[src/rtl/cluster_pe_nd.sv]
// k-means cluster processing element: holds one centre, accumulates assigned points,
// computes the new mean with a restoring divider and flags stability against TOL.
module cluster_pe_nd #(
    parameter int DIM       = 3,
    parameter int DIM_W     = 8,
    parameter int MAX_N     = 1024,
    parameter int MAX_DEPTH = 16,
    parameter logic [DIM*DIM_W-1:0] INIT_CENTER = {(DIM*DIM_W){1'b0}},
    parameter logic [DIM_W-1:0]     TOL         = {DIM_W{1'b0}},
    localparam int CNT_W   = $clog2(MAX_N + 1),
    localparam int ACC_W   = DIM_W + CNT_W,
    localparam int DEPTH_W = $clog2(MAX_DEPTH)
) (
    input  logic                   clk,
    input  logic                   rst,
    input  logic                   en,
    input  logic                   load_depth,
    input  logic [DEPTH_W-1:0]     depth_in,
    input  logic                   init,
    input  logic                   start_iter,
    input  logic                   accept,
    input  logic [DIM*DIM_W-1:0]   point_in,
    input  logic                   update_req,
    input  logic                   next_level,
    input  logic                   sorting,
    input  logic                   parent_switch,
    input  logic                   child_switch,
    input  logic [DIM*DIM_W-1:0]   parent_in,
    input  logic [DIM*DIM_W-1:0]   child_in,
    output logic [DIM*DIM_W-1:0]   center_out,
    output logic [DIM*DIM_W-1:0]   parent_out,
    output logic [DIM*DIM_W-1:0]   child_out,
    output logic [DEPTH_W-1:0]     child_depth,
    output logic                   ce_en,
    output logic                   busy,
    output logic                   done,
    output logic                   stable,
    output logic [CNT_W-1:0]       count,
    output logic                   overflow
);

    localparam int DIM_IW = (DIM > 1) ? $clog2(DIM) : 1;
    localparam int BIT_W  = $clog2(ACC_W);
    localparam logic [CNT_W-1:0]  MAX_CNT  = CNT_W'(MAX_N);
    localparam logic [DIM_IW-1:0] LAST_DIM = DIM_IW'(DIM - 1);
    localparam logic [BIT_W-1:0]  LAST_BIT = BIT_W'(ACC_W - 1);

    typedef enum logic [1:0] {
        S_IDLE  = 2'd0,
        S_DIV   = 2'd1,
        S_CHECK = 2'd2
    } state_t;

    state_t                 state_r;
    logic [DIM*DIM_W-1:0]   center_r;
    logic [DIM*DIM_W-1:0]   parent_out_r;
    logic [DIM*DIM_W-1:0]   child_out_r;
    logic [DIM_W-1:0]       new_r [DIM];
    logic [ACC_W-1:0]       acc_r [DIM];
    logic [CNT_W-1:0]       count_r;
    logic [DEPTH_W-1:0]     depth_r;
    logic [DEPTH_W-1:0]     ttl_r;
    logic                   busy_r;
    logic                   done_r;
    logic                   stable_r;
    logic                   ovf_r;
    logic [DIM_IW-1:0]      dim_r;
    logic [BIT_W-1:0]       bit_r;
    logic                   load_r;
    logic [ACC_W-1:0]       dvd_r;
    logic [CNT_W-1:0]       rem_r;

    logic [CNT_W:0]         trial_s;
    logic                   ge_s;
    logic [CNT_W:0]         diff_s;
    logic [CNT_W-1:0]       rem_next_s;
    logic [ACC_W-1:0]       quo_s;
    logic [DIM_IW-1:0]      dim_inc_s;
    logic [DIM*DIM_W-1:0]   new_flat_s;
    logic                   within_tol_s;

    function automatic logic [DIM_W-1:0] abs_diff(input logic [DIM_W-1:0] a,
                                                  input logic [DIM_W-1:0] b);
        return (a > b) ? (a - b) : (b - a);
    endfunction

    // One restoring-division step: quotient bits shift into the dividend register from the right.
    always_comb begin
        trial_s    = {rem_r, dvd_r[ACC_W-1]};
        ge_s       = (trial_s >= {1'b0, count_r});
        diff_s     = trial_s - {1'b0, count_r};
        rem_next_s = ge_s ? diff_s[CNT_W-1:0] : trial_s[CNT_W-1:0];
        quo_s      = {dvd_r[ACC_W-2:0], ge_s};
        dim_inc_s  = dim_r + DIM_IW'(1);
    end

    // Pack the new centre and compare it against the current one within TOL.
    always_comb begin
        new_flat_s   = {(DIM*DIM_W){1'b0}};
        within_tol_s = 1'b1;
        for (int d = 0; d < DIM; d++) begin
            new_flat_s[d*DIM_W +: DIM_W] = new_r[d];
            within_tol_s = within_tol_s &
                (abs_diff(new_r[d], center_r[d*DIM_W +: DIM_W]) <= TOL);
        end
    end

    // Control FSM, accumulators, divider datapath and tree-phase registers.
    always_ff @(posedge clk or negedge rst) begin
        if (!rst) begin
            state_r      <= S_IDLE;
            center_r     <= INIT_CENTER;
            parent_out_r <= {(DIM*DIM_W){1'b0}};
            child_out_r  <= {(DIM*DIM_W){1'b0}};
            for (int d = 0; d < DIM; d++) begin
                new_r[d] <= {DIM_W{1'b0}};
                acc_r[d] <= {ACC_W{1'b0}};
            end
            count_r  <= {CNT_W{1'b0}};
            depth_r  <= {DEPTH_W{1'b0}};
            ttl_r    <= {DEPTH_W{1'b0}};
            busy_r   <= 1'b0;
            done_r   <= 1'b0;
            stable_r <= 1'b0;
            ovf_r    <= 1'b0;
            dim_r    <= {DIM_IW{1'b0}};
            bit_r    <= {BIT_W{1'b0}};
            load_r   <= 1'b0;
            dvd_r    <= {ACC_W{1'b0}};
            rem_r    <= {CNT_W{1'b0}};
        end else begin
            done_r <= 1'b0;
            if (en) begin
                if (load_depth) begin
                    depth_r <= depth_in;
                end
                if (next_level && (ttl_r != {DEPTH_W{1'b0}})) begin
                    ttl_r <= ttl_r - DEPTH_W'(1);
                end
                case (state_r)
                    S_IDLE: begin
                        if (update_req && (count_r != {CNT_W{1'b0}})) begin
                            state_r <= S_DIV;
                            busy_r  <= 1'b1;
                            load_r  <= 1'b1;
                            dim_r   <= {DIM_IW{1'b0}};
                        end else begin
                            if (update_req) begin
                                stable_r <= 1'b1;
                                done_r   <= 1'b1;
                            end
                            if (start_iter) begin
                                for (int d = 0; d < DIM; d++) begin
                                    acc_r[d] <= {ACC_W{1'b0}};
                                end
                                count_r <= {CNT_W{1'b0}};
                                ttl_r   <= depth_r;
                                ovf_r   <= 1'b0;
                            end else if (accept) begin
                                if (count_r == MAX_CNT) begin
                                    ovf_r <= 1'b1;
                                end else begin
                                    for (int d = 0; d < DIM; d++) begin
                                        acc_r[d] <= acc_r[d] + ACC_W'(point_in[d*DIM_W +: DIM_W]);
                                    end
                                    count_r <= count_r + CNT_W'(1);
                                end
                            end
                        end
                        // A parent swap outranks a child swap, and both outrank init.
                        if (sorting && parent_switch) begin
                            parent_out_r <= center_r;
                            center_r     <= parent_in;
                        end else if (sorting && child_switch) begin
                            child_out_r <= center_r;
                            center_r    <= child_in;
                        end else if (init) begin
                            center_r <= parent_in;
                        end
                    end
                    S_DIV: begin
                        if (accept) begin
                            ovf_r <= 1'b1;
                        end
                        if (load_r) begin
                            dvd_r  <= acc_r[0];
                            rem_r  <= {CNT_W{1'b0}};
                            bit_r  <= {BIT_W{1'b0}};
                            load_r <= 1'b0;
                        end else if (bit_r == LAST_BIT) begin
                            new_r[dim_r] <= quo_s[DIM_W-1:0];
                            if (dim_r == LAST_DIM) begin
                                state_r <= S_CHECK;
                            end else begin
                                dim_r <= dim_inc_s;
                                dvd_r <= acc_r[dim_inc_s];
                                rem_r <= {CNT_W{1'b0}};
                                bit_r <= {BIT_W{1'b0}};
                            end
                        end else begin
                            dvd_r <= quo_s;
                            rem_r <= rem_next_s;
                            bit_r <= bit_r + BIT_W'(1);
                        end
                    end
                    S_CHECK: begin
                        if (accept) begin
                            ovf_r <= 1'b1;
                        end
                        stable_r <= within_tol_s;
                        center_r <= new_flat_s;
                        for (int d = 0; d < DIM; d++) begin
                            acc_r[d] <= {ACC_W{1'b0}};
                        end
                        count_r <= {CNT_W{1'b0}};
                        busy_r  <= 1'b0;
                        done_r  <= 1'b1;
                        state_r <= S_IDLE;
                    end
                    default: begin
                        state_r <= S_IDLE;
                        busy_r  <= 1'b0;
                    end
                endcase
            end
        end
    end

    assign center_out  = center_r;
    assign parent_out  = parent_out_r;
    assign child_out   = child_out_r;
    assign child_depth = depth_r + DEPTH_W'(1);
    assign ce_en       = (ttl_r != {DEPTH_W{1'b0}});
    assign busy        = busy_r;
    assign done        = done_r;
    assign stable      = stable_r;
    assign count       = count_r;
    assign overflow    = ovf_r;

endmodule

[config.mk]
export PLATFORM = sky130hd
export DESIGN_NAME = cluster_pe_nd
export DESIGN_NICKNAME = d
export VERILOG_FILES = /design/src/rtl/cluster_pe_nd.sv
export SDC_FILE = /design/constraint.sdc
export NUM_CORES = 1
export LEC_CHECK = 0
export ABC_AREA = 1
export BUFFER_PORTS_ARGS = -buffer_cell sky130_fd_sc_hd__buf_2
export CORE_ASPECT_RATIO = 0.9
export CORE_MARGIN = 1.5
export CORE_UTILIZATION = 40
export CTS_CLUSTER_SIZE = 40
export DETAILED_ROUTE_END_ITERATION = 16
export PLACE_DENSITY_LB_ADDON = 0.12
export SLEW_MARGIN = 20
export SYNTH_ARGS = -nofsm -noshare
export SYNTH_HDL_FRONTEND = slang
export SYNTH_SLANG_ARGS = --single-unit
[constraint.sdc]
create_clock -name clk -period 4.7 [get_ports clk]
set_input_delay 0.47 -clock clk [delete_from_list [all_inputs] [get_ports clk]]
set_output_delay 0.47 -clock clk [all_outputs]
set_load 0.02 [all_outputs]
[Word-level counts from Yosys, hierarchy flattened]
Cells that the tools add are included.
Word-level totals
  input port bits: 88
  flip-flop bits (word level): 216
  word-level logic and storage cells: 160
Operators by class
  equal/unequal tests: 18
  multiplexer cells: 63
  bitwise logic cells: 7
  reductions and logical operators: 25
  order comparisons: 10
  add/sub/neg operators: 15
Operator list (number)
  2-to-1 mux 57 bit: 4
  case mux 57 bit (2 select lines): 1
  2-to-1 mux 19 bit: 5
  2-to-1 mux 11 bit: 8
  2-to-1 mux 24 bit: 3
  adder 19 x 8 -> 19 bit: 3
  case mux 24 bit (2 select lines): 1
  subtractor 8 bit: 6
  binary-select mux 19 bit (select 2 bit): 1
  2-to-1 mux 8 bit: 4
  bitwise mux 24 bit: 1
  > comparator 8 bit: 3
  less-or-equal comparator 8 x 1 -> 1 bit (second input constant): 3
  case mux 11 bit (2 select lines): 1
  demux 8 bit (select 2 bit): 1
  2-to-1 mux 2 bit: 8
  2-to-1 mux 4 bit: 4
  2-to-1 mux 5 bit: 3
  AND reduction 3 bit: 5
  inequality test 2 bit (second input constant): 7
  greater-or-equal comparator 12 x 11 -> 1 bit: 1
  inequality test 3 bit (second input constant): 4
  AND reduction 4 bit: 3
  AND reduction 6 bit: 2
  28 further kinds: 56

[Longest topological paths before layout]
  word-level depth: 8
  gate-level depth with buffers: 18
  depth with buffers taken out: 18

[Least setup slack after synthesis]
OpenSTA, ideal clock, no wires.
  kind: input to register
  from: input port point_in[16]
  to: register acc_r[18] (netlist name)
  stages on the path: 12
  data arrival time: 2.136 ns
  path slack: 2.441 ns
  setup time: 0.123 ns
  path buffers: 0
  cells stage by stage: ha_1 -> inv_1 -> fa_1 -> nand3b_1 -> nand2_1 -> a21boi_0 -> o21ai_1 -> nand2_1 -> inv_1 -> nand3_2 -> nor3b_1 -> nor2_1
Between the ends
  cells in the longest elaborated chain, start to end: 6
RTL lines
  start, declared: RTL line 22  | input logic [DIM*DIM_W-1:0] point_in,
  adder 19 x 8 -> 19 bit: RTL line 164  | acc_r[d] <= acc_r[d] + ACC_W'(point_in[d*DIM_W +: DIM_W]);
  2-to-1 mux 57 bit: RTL line 160  | if (count_r == MAX_CNT) begin
  2-to-1 mux 57 bit: RTL line 159  | end else if (accept) begin
  2-to-1 mux 57 bit: RTL line 152  | if (start_iter) begin
  2-to-1 mux 57 bit: RTL line 142  | if (update_req && (count_r != {CNT_W{1'b0}})) begin
  case mux 57 bit (2 select lines): RTL line 140  | case (state_r)
  end signal, assigned by index: RTL line 154  | acc_r[d] <= {ACC_W{1'b0}};
  end signal, assigned by index: RTL line 164
  end signal, assigned by index: RTL line 213  | acc_r[d] <= {ACC_W{1'b0}};
  end, declared: RTL line 59  | logic [ACC_W-1:0] acc_r [DIM];
No other way between the ends. The select of a mux whose other input is x is not followed.
A chain may end at the register's enable or synchronous reset.

[Final worst setup path]
  from: register load_r
  to: register dvd_r[8]
Between the ends
  cells in the longest elaborated chain, start to end: 2
  elaborated cells on any way between the ends: 3
  classes of those cells: 1 x eq/ne; 1 x mux; 1 x reduce/logical
RTL lines
  start, declared: RTL line 69  | logic load_r;
  start signal, assigned: RTL line 128  | load_r <= 1'b0;
  start signal, assigned: RTL line 145  | load_r <= 1'b1;
  start signal, assigned: RTL line 189  | load_r <= 1'b0;
  inequality test 3 bit (no source line)
  AND reduction 3 bit (no source line)
  end signal, assigned: RTL line 129  | dvd_r <= {ACC_W{1'b0}};
  end signal, assigned: RTL line 186  | dvd_r <= acc_r[0];
  end signal, assigned: RTL line 196  | dvd_r <= acc_r[dim_inc_s];
  end, declared: RTL line 70  | logic [ACC_W-1:0] dvd_r;
Parallel ways exist; a longest one is shown, timed or not.

==> metrics.md <==
| Metric | Value |
|---|---|
| Yosys warns | `0` |
| Vias post-DR | `13600` |
| Area contributors post-synth | `dfrtp_1, nand2_1, ha_1, o21ai_0, inv_1` |
| Clk pin slew, worst setup/hold paths | `70 ps` |
| Status | `finished clean` |
| Die X | `201 µm` |
| Maximum vdd drop | `0.322 mV` |
| Worst EP arrival | `3670 ps` |
| CTS buffer count | `25` |
| FMAX | `305 MHz` |
| Seq/Total Area, Yosys | `38.2%` |
| Root buffer cell | `clkbuf_16` |
| Clock sink count | `216` |
| Number of setup violations in the final report | `0` |
| Maxcap violations | `0` |
| Fin Hold WS | `5.47 ps` |
| Final Hold Fails | `0` |
| Initial core utilization | `40.5%` |
| Pin count of the biggest net entering global routing | `119` |
| Syn avg cell area | `7.25 µm²` |
| Clock skew | `13.2 ps` |
| Leakage power | `8.28 nW` |
| Post-CTS Setup Inserts | `0` |
| Area Growth Syn to Fin | `15.4%` |
| CP required | `5090 ps` |
| Antenna cells | `0` |
| RSZ-0062 raised after global routing | `no` |
| DIE AREA | `0.0365 mm²` |
| Share of layout cells above drive strength 1 | `12.5%` |
| # resized after CTS | `0` |
| RD Place Congestion | `0.903` |
| Vias per cell | `5.22` |
| Minimum clock period | `3280 ps` |
| Grt total ovfl | `0` |
| Top-count cell post-synth | `nand2_1` |
| Initial DRC count | `833` |
| Register bit total from synthesis | `216` |
| # IOs | `180` |
| Top-area cell type share of the netlist area | `38.2%` |
| Core area | `0.0350 mm²` |
| Cells on worst reg2reg path | `6` |
| Post-DP HPWL | `31500 µm` |
| Max transition margin | `36.5%` |
| Startpoint Class | `flop` |
| Tightest Pin Transition | `952 ps` |
| H-Tree Level Count | `1` |
| Synthesized cell area | `0.0142 mm²` |
| Ys flop type | `dfrtp_1` |
| Longest Clk Path Bufs | `3` |
| Initial antenna violation count | `0` |
| CTS tree | `yes` |
| Die Ht | `182 µm` |
| Mapped Cells | `1954` |
| Crit path max fanout | `40` |
| Syn nets | `2138` |
| WS Path Type | `flop to flop` |
| First-pass GRT wire length | `68300 µm` |
| Endpoint type of the worst setup path | `flop` |
| Number of synthesized flops with an enable pin | `0` |
| PwrDens | `616 mW/mm²` |
| Clk_lat worst skew | `540 ps` |
| Slew Limit Fails | `0` |
| ANT nets after route | `0` |
| Worst hold path type | `input pin to asynchronous set/reset pin` |
| Final nets | `2296` |
| Detailed Routing Iterations Pass 1 | `6` |
| Final setup TNS | `0 ps` |
| Tot GR Track Use | `22.9%` |
| Post-synth ARST share | `100%` |
| Num rows | `65` |
| Synth area leader | `dfrtp_1` |
| PortBufs | `179` |
| Fin crit share | `69.8%` |
| Commonest cells post-synth | `nand2_1, inv_1, dfrtp_1, o21ai_0, nor2_1` |
| DR DRC count | `0` |
| Synth unique cells | `50` |
| Vias in the first global route | `12700` |
| DRT Wirelength | `42100 µm` |
| Post-CTS Hold Fix Bufs | `0` |
| Drt wl/cell | `16.2 µm` |
[state kept, by name (all words and copies together), names as in the netlist]
name        count
acc_r          57
bit_r           5
busy            1
center_out     24
child_out      24
count          11
depth_r         4
dim_r           2
done            1
dvd_r          19
load_r          1
new_flat_s     24
overflow        1
parent_out     24
rem_r          11
stable          1
state_r         2
ttl_r           4
[worst paths after layout]
| check | startpoint | slack, ps | end |
|---|---|---|---|
| setup / recovery | load_r | 1420 | dvd_r[8] |
| hold / removal | rst | 5 | child_out[6] |
| hold reg to reg | child_out[17] | 480 | child_out[17] |
| setup reg to reg | load_r | 1420 | dvd_r[8] |
| min in group clk | depth_in[2] | 170 | depth_r[2] |
| max in group asynchronous | rst | 3570 | new_flat_s[10] |
[cells by family after synthesis]
family / Yosys count / share of synthesized area [%]
DFF: 216 / 38.2
adders and majority gates: 96 / 8.69
muxes: 3 / 0.238
AOI/OAI and AO/OA: 457 / 18.0
xor gates and xnor gates: 30 / 1.86
buffers and inverters: 326 / 8.90
and+or+nand+nor: 826 / 24.2
[area by class of cell]
| type | instances | area, µm² |
|---|---|---|
| sequential | 216 | 5410 |
| inverter | 263 | 987 |
| clock buffer | 30 | 664 |
| fill | 3653 | 18600 |
| tap | 469 | 587 |
| multi-input combinational | 1412 | 7520 |
| clock inverter | 11 | 141 |
| timing repair buffer | 194 | 1040 |
[cells in the final DEF (no fill, tap or decap), types with 17 or more instances in the layout]
| master | count |
|---|---|
| nor2_1 | 143 |
| nand2_1 | 491 |
| nand4_1 | 19 |
| clkbuf_16 | 25 |
| nand3_1 | 125 |
| o211ai_1 | 34 |
| dfrtp_1 | 216 |
| o2111ai_1 | 17 |
| inv_1 | 253 |
| nor3_1 | 20 |
| o21ai_0 | 210 |
| ha_1 | 92 |
| a21oi_1 | 135 |
| buf_2 | 178 |
| xor2_1 | 25 |
[routing by layer]
| layer | GRT usage [%] | up-vias | routed length, µm |
|---|---|---|---|
| li1 | - | 6747 | - |
| met2 | 36.2 | 336 | 18600 |
| met1 | 32.9 | 6399 | 20300 |
| met4 | 6.09 | 0 | 1160 |
| met3 | 3.25 | 71 | 2060 |
| met5 | 0 | - | 0 |
[critical path, cell delays in order, from the launching register on]
cell and delay (ps):
dfrtp_1 400, inv_1 510, nand2_1 640, o21ai_2 760, inv_2 460, o2111ai_1 210
o21ai_0 130
[per-stage QoR]
step	cell area (µm²)	total power [mW]	setup WS [ps]	util [%]	instances
6_report	16300	10.1	1420	46.7	2595
2_1_floorplan	14200	6.52	2440	-	1954
3_5_place_dp	15500	8.10	1470	44.4	2553
5_1_grt	16300	11.0	1070	46.7	2595
4_1_cts	16300	10.1	1430	46.7	2594
3_3_place_gp	15500	8.02	1540	44.4	2553
[power breakdown]
group          switching [mW]  internal, mW
combinational            3.54          1.68
clock                   0.803          1.16
sequential              0.435          2.44
(Power assumes the default switching activity.)
